--- src/rtl/mem_fabric.sv ---
// Single-master, N-slave interconnect for the picorv32 native memory bus.
// Decodes the slave index, routes strobes and read data, and generates m_ready with error reporting.
module mem_fabric #(
  parameter int                      NUM_SLAVES = 8,
  parameter int                      SEL_LO     = 12,
  parameter int                      SEL_W      = 4,
  parameter logic [4*NUM_SLAVES-1:0] WAIT       = {NUM_SLAVES{4'd0}},
  parameter int                      TIMEOUT    = 255,
  parameter logic [31:0]             ERR_DATA   = 32'hDEAD_BEEF
) (
  input  logic                       clk,
  input  logic                       rst,
  input  logic                       m_valid,
  input  logic [31:0]                m_addr,
  input  logic [31:0]                m_wdata,
  input  logic [3:0]                 m_wstrb,
  output logic                       m_ready,
  output logic [31:0]                m_rdata,
  output logic [NUM_SLAVES-1:0]      s_sel,
  output logic [4*NUM_SLAVES-1:0]    s_wstrb,
  input  logic [32*NUM_SLAVES-1:0]   s_rdata,
  input  logic [NUM_SLAVES-1:0]      s_ready,
  output logic                       err_irq,
  output logic [31:0]                err_addr,
  input  logic                       err_clr
);

  localparam logic [3:0] WAIT_HS = 4'd15;

  typedef enum logic [1:0] {ST_IDLE, ST_WAIT, ST_DONE} state_t;

  state_t             state_q, state_d;
  logic [3:0]         cnt_q, cnt_d;
  logic [15:0]        tmo_q, tmo_d;
  logic [SEL_W-1:0]   idx_q;
  logic [SEL_W-1:0]   idx_d;
  logic [SEL_W-1:0]   cur_idx;
  logic [NUM_SLAVES-1:0] hit;
  logic [3:0]         cur_wait;
  logic [31:0]        cur_sdata;
  logic               cur_mapped;
  logic               cur_ready;
  logic               rd_err;
  logic               err_set;
  logic               err_irq_q;
  logic [31:0]        err_addr_q;

  // Write data is broadcast to the slaves outside this block.
  logic unused_wdata;
  assign unused_wdata = ^m_wdata;

  assign idx_d   = m_addr[SEL_LO +: SEL_W];
  assign cur_idx = (state_q == ST_IDLE) ? idx_d : idx_q;

  // Index lookup as a compare-per-slave: unmapped indices simply match nothing.
  always_comb begin
    // NOTE: every output of a combinational block gets a default first, otherwise a latch is inferred.
    hit       = '0;
    cur_wait  = 4'd0;
    cur_sdata = 32'd0;
    for (int i = 0; i < NUM_SLAVES; i++) begin
      if (cur_idx == SEL_W'(i)) begin
        hit[i]    = 1'b1;
        cur_wait  = WAIT[4*i +: 4];
        cur_sdata = s_rdata[32*i +: 32];
      end
    end
  end

  assign cur_mapped = |hit;
  assign cur_ready  = |(s_ready & hit);

  always_comb begin
    state_d = state_q;
    cnt_d   = cnt_q;
    tmo_d   = tmo_q;
    m_ready = 1'b0;
    rd_err  = 1'b0;
    err_set = 1'b0;
    if (!rst) begin
      unique case (state_q)
        ST_IDLE: begin
          if (m_valid) begin
            if (!cur_mapped) begin
              m_ready = 1'b1;
              rd_err  = 1'b1;
              err_set = 1'b1;
              state_d = ST_DONE;
            end else if (cur_wait == 4'd0) begin
              m_ready = 1'b1;
              state_d = ST_DONE;
            end else if (cur_wait != WAIT_HS) begin
              cnt_d   = cur_wait - 4'd1;
              state_d = ST_WAIT;
            end else if (cur_ready) begin
              m_ready = 1'b1;
              state_d = ST_DONE;
            end else begin
              tmo_d   = 16'(TIMEOUT - 1);
              state_d = ST_WAIT;
            end
          end
        end
        ST_WAIT: begin
          if (!m_valid) begin
            state_d = ST_IDLE;
          end else if (cur_wait != WAIT_HS) begin
            if (cnt_q == 4'd0) begin
              m_ready = 1'b1;
              state_d = ST_DONE;
            end else begin
              cnt_d = cnt_q - 4'd1;
            end
          end else if (cur_ready) begin
            m_ready = 1'b1;
            state_d = ST_DONE;
          end else if (tmo_q == 16'd0) begin
            m_ready = 1'b1;
            rd_err  = 1'b1;
            err_set = 1'b1;
            state_d = ST_DONE;
          end else begin
            tmo_d = tmo_q - 16'd1;
          end
        end
        ST_DONE: state_d = ST_IDLE;
        default: state_d = ST_IDLE;
      endcase
    end
  end

  // Selects drop in DONE so back-to-back accesses always see a gap.
  assign s_sel   = (!rst && m_valid && state_q != ST_DONE) ? hit : '0;
  assign m_rdata = m_ready ? (rd_err ? ERR_DATA : cur_sdata) : 32'd0;

  always_comb begin
    s_wstrb = '0;
    for (int i = 0; i < NUM_SLAVES; i++) begin
      if (s_sel[i]) s_wstrb[4*i +: 4] = m_wstrb;
    end
  end

  always_ff @(posedge clk) begin
    if (rst) begin
      state_q    <= ST_IDLE;
      cnt_q      <= 4'd0;
      tmo_q      <= 16'd0;
      idx_q      <= '0;
      err_irq_q  <= 1'b0;
      err_addr_q <= 32'd0;
    end else begin
      // NOTE: sequential state uses non-blocking assignments so every register samples pre-edge values.
      state_q <= state_d;
      cnt_q   <= cnt_d;
      tmo_q   <= tmo_d;
      if (state_q == ST_IDLE) idx_q <= idx_d;
      if (err_set) begin
        err_irq_q  <= 1'b1;
        err_addr_q <= m_addr;
      end else if (err_clr) begin
        err_irq_q <= 1'b0;
      end
    end
  end

  assign err_irq  = err_irq_q;
  assign err_addr = err_addr_q;

endmodule

--- config.mk ---
export PLATFORM = sky130hd
export DESIGN_NAME = mem_fabric
export DESIGN_NICKNAME = d
export VERILOG_FILES = /design/src/rtl/mem_fabric.sv
export SDC_FILE = /design/constraint.sdc
export NUM_CORES = 1
export LEC_CHECK = 0
export CAP_MARGIN = 20
export CELL_PAD_IN_SITES_DETAIL_PLACEMENT = 0
export CELL_PAD_IN_SITES_GLOBAL_PLACEMENT = 2
export CORE_MARGIN = 2
export CORE_UTILIZATION = 14
export DETAILED_ROUTE_END_ITERATION = 8
export PLACE_DENSITY = 0.83
export SLEW_MARGIN = 20
export SYNTH_ARGS = -nofsm -noshare
export SYNTH_HDL_FRONTEND = slang
export SYNTH_SLANG_ARGS = --single-unit
--- constraint.sdc ---
create_clock -name clk -period 3.64 [get_ports clk]
set_input_delay 0.364 -clock clk [delete_from_list [all_inputs] [get_ports clk]]
set_output_delay 0.364 -clock clk [all_outputs]
set_load 0.1 [all_outputs]
==> results.py, run 1 <==
metrics = {
    "placed_design": {
        "dpl.hpwl_mm": 22.8,
        "placedCellCount": 1423,
        "port_buffers": 401,
        "gp_congestion": 0.813,
    },
    "sta": {
        "fmax_mhz": 296,
        "rsz0062_at_grt": "no",
        "fin_skew_ns": 0.00737,
        "slew_violations": 0,
        "relSlewSlack_pct": 28.9,
        "timing.final.crit_share_pct": 92.9,
        "finalHoldViolations": 0,
        "fin_tns_setup_ns": 0,
        "setup_violations": 0,
        "tightest_slew_ns": 1.06,
        "fin_crit_ns": 3.38,
    },
    "worst_setup_path": {
        "critPathRequiredTime_ns": 3.28,
        "critical_path.cell_chain": "clkdlybuf4s50_1 > buf_4 > nand3b_1 > nand2_1 > a222oi_1 > o21ai_0 > a31o_1 > buf_12",
        "worst_ep_arrival_time_ns": 3.02,
        "cp_max_fo": 23,
        "crit_path_end_kind": "output pin",
        "cpPeakStageDelay_ns": 0.67,
        "worstSetupPathType": "in -> out",
        "r2r_cells": 7,
        "critPathLaunchType": "input pin",
        "crit_slowest_cell": "clkdlybuf4s50_1",
    },
    "global_route": {
        "grt_overflow": 0,
        "grt_pass1_wl_mm": 42.8,
        "grt_pass1_vias": 6842,
        "grt_max_degree": 51,
        "antenna_found_initial": 2,
        "grt_usage_pct": 17.0,
    },
    "worst_hold_path": {
        "min_path_type": "reg -> reg",
        "holdPathStages": 2,
    },
    "synth": {
        "syn_area_per_cell_um2": 6.80,
        "synth-edff-count": 0,
        "synth_ff_type": "dfxtp_1",
        "synthDistinctLibCells": 52,
        "yosys_register_bits": 38,
        "syn-num-nets": 988,
        "synthCells": 652,
        "synth-async-reset-ratio_pct": 0,
        "yosys_warnings": 0,
        "seq_area_frac_synth_pct": 17.2,
        "synthesis.area_um2": 4430,
    },
    "routing": {
        "initialDrtViolationCount": 195,
        "vias": 6579,
        "wl_mm": 29.3,
        "wl_per_cell_um": 20.4,
        "vias_per_cell": 4.58,
        "drc": 0,
        "drtAntennaViolNets": 0,
        "first_pass_iters": 5,
    },
    "clock_tree": {
        "cts_tree": "done",
        "post-cts-setup-buffer-count": 0,
        "cts_made_buffers": 5,
        "clock_latency_ns": 0.28,
        "htree_levels": 2,
        "clock-sinks": 38,
        "ctsResizeCount": 0,
        "clk_path_buf_depth": 2,
        "cts_hold_buf": 0,
        "cts-root-buf": "clkbuf_16",
        "clk_pin_slew_ns": 0.05,
    },
    "final_layout": {
        "finalNonFillerCells": 1435,
        "layout_commonest_cell": "clkdlybuf4s50_1",
        "final_cell_mix": "327 x clkdlybuf4s50_1, 123 x nand2_1, 107 x a21oi_1",
        "syn_to_final_growth_pct": 124,
        "nNetsFinal": 1367,
        "drive_above_1_share_pct": 14.3,
    },
    "floorplan": {
        "fp.dieW_um": 182,
        "dieHeight_um": 182,
        "core_um2": 31400,
        "start_util_pct": 14.1,
        "rows": 65,
        "ios": 442,
        "dieArea_um2": 33100,
    },
    "power": {
        "leakagePower_nw": 3.58,
        "ir_worst_vdd_uv": 215,
        "cellPowerDensity_nw_per_um2": 230,
    },
    "run_status": {
        "status": "completed",
    },
    "job": {
        "maxCapViolations": 0,
    },
}
==> stage by stage <==
step	util [%]	area (um^2)	total power, mW	hold WS (ns)	worst slack, ns
3_5_place_dp	30.9	9700	1.71	0.436	0.252
2_1_floorplan	-	4520	1.09	0.500	-0.0815
3_3_place_gp	30.9	9700	1.71	0.435	0.295
4_1_cts	31.5	9900	2.32	0.448	0.135
5_1_grt	31.6	9930	2.39	0.474	0.0580
6_report	31.6	9930	2.29	0.446	0.259
==> worst max-delay path: cells and delay by family <==
kind            cells  cell delay (ns)
simple gates        2             0.52
compound gates      3             0.87
buf+inv             3             1.26
==> sequential cells by signal, summed over array words and instances, names as in the netlist <==
signal and flops:
state_q 1, idx_q 4, err_irq 1, err_addr 32
==> cell type report <==
class                           instances  area, um^2
Tap cell                              402         503
Antenna cell                            1        2.50
Multi-Input combinational cell        530        3360
Sequential cell                        38         761
Inverter                               26        97.6
Timing Repair Buffer                  430        5010
Clock buffer                            6         139
Fill cell                            3345       21500
Clock inverter                          2        60.1
==> logic make-up (layout without fill, tap and decap cells) <==
family,after synthesis,count (layout),synth area share (%)
AO/OA/AOI/OAI,270,270,39.6
AND/OR/NAND/NOR,222,222,22.8
other,0,1,0
multiplexers,38,38,11.3
buffers and inverters,84,464,9.15
flip-flops,38,38,17.2
==> synthesized netlist by cell type, drive strengths merged (2+ instances only) <==
cell	number	area, um^2
o2bb2ai	3	26.3
or4b	2	23.8
o211ai	28	210
mux4	7	173
clkbuf	24	90.1
a22o	3	26.3
nor4	7	68.8
o221ai	12	105
inv	26	97.6
and2	15	93.8
o21ai	31	155
a22oi	26	219
o22ai	23	144
mux2	2	22.5
a211oi	3	22.5
or3b	4	35.0
nor2	56	218
nand2	125	474
a31o	22	193
a21oi	110	566
a221o	7	70.1
dfxtp	38	761
nand2b	4	25.0
buf	34	218
nand3b	3	22.5
mux2i	29	307
==> final timing paths <==
check / start / end / slack, ns
min reg2reg: err_irq$_SDFFE_PP0P_ / err_irq$_SDFFE_PP0P_ / 0.45
max: m_addr[12] / m_rdata[30] / 0.26
min: err_irq$_SDFFE_PP0P_ / err_irq$_SDFFE_PP0P_ / 0.45
max reg2reg: state_q[1]$_SDFFE_PP0P_ / err_addr[6]$_SDFFE_PP0P_ / 1.21
==> metal layers <==
layer  track usage [%]  wire, um  vias to the layer above
met3              4.07      2300                       27
li1                  -         -                     3148
met5                 0        13                        -
met4              4.65       537                        2
met2              30.1     14300                      323
met1              20.5     12200                     3079
==> report_power, final <==
part	internal (mW)	switching, mW	leakage [nW]
sequential	0.432	0.0140	0.310
combinational	0.574	0.682	3.17
clock	0.411	0.174	0.0971
total	1.42	0.870	3.58
No activity file was read; power rests on OpenSTA's default activity.
==> inputs of run 2 (changes only) <==
- CTS_CLUSTER_SIZE: not set -> 30
==> results of run 2 <==
No change in the layout: final DEF, timing and power equal those of run 1.
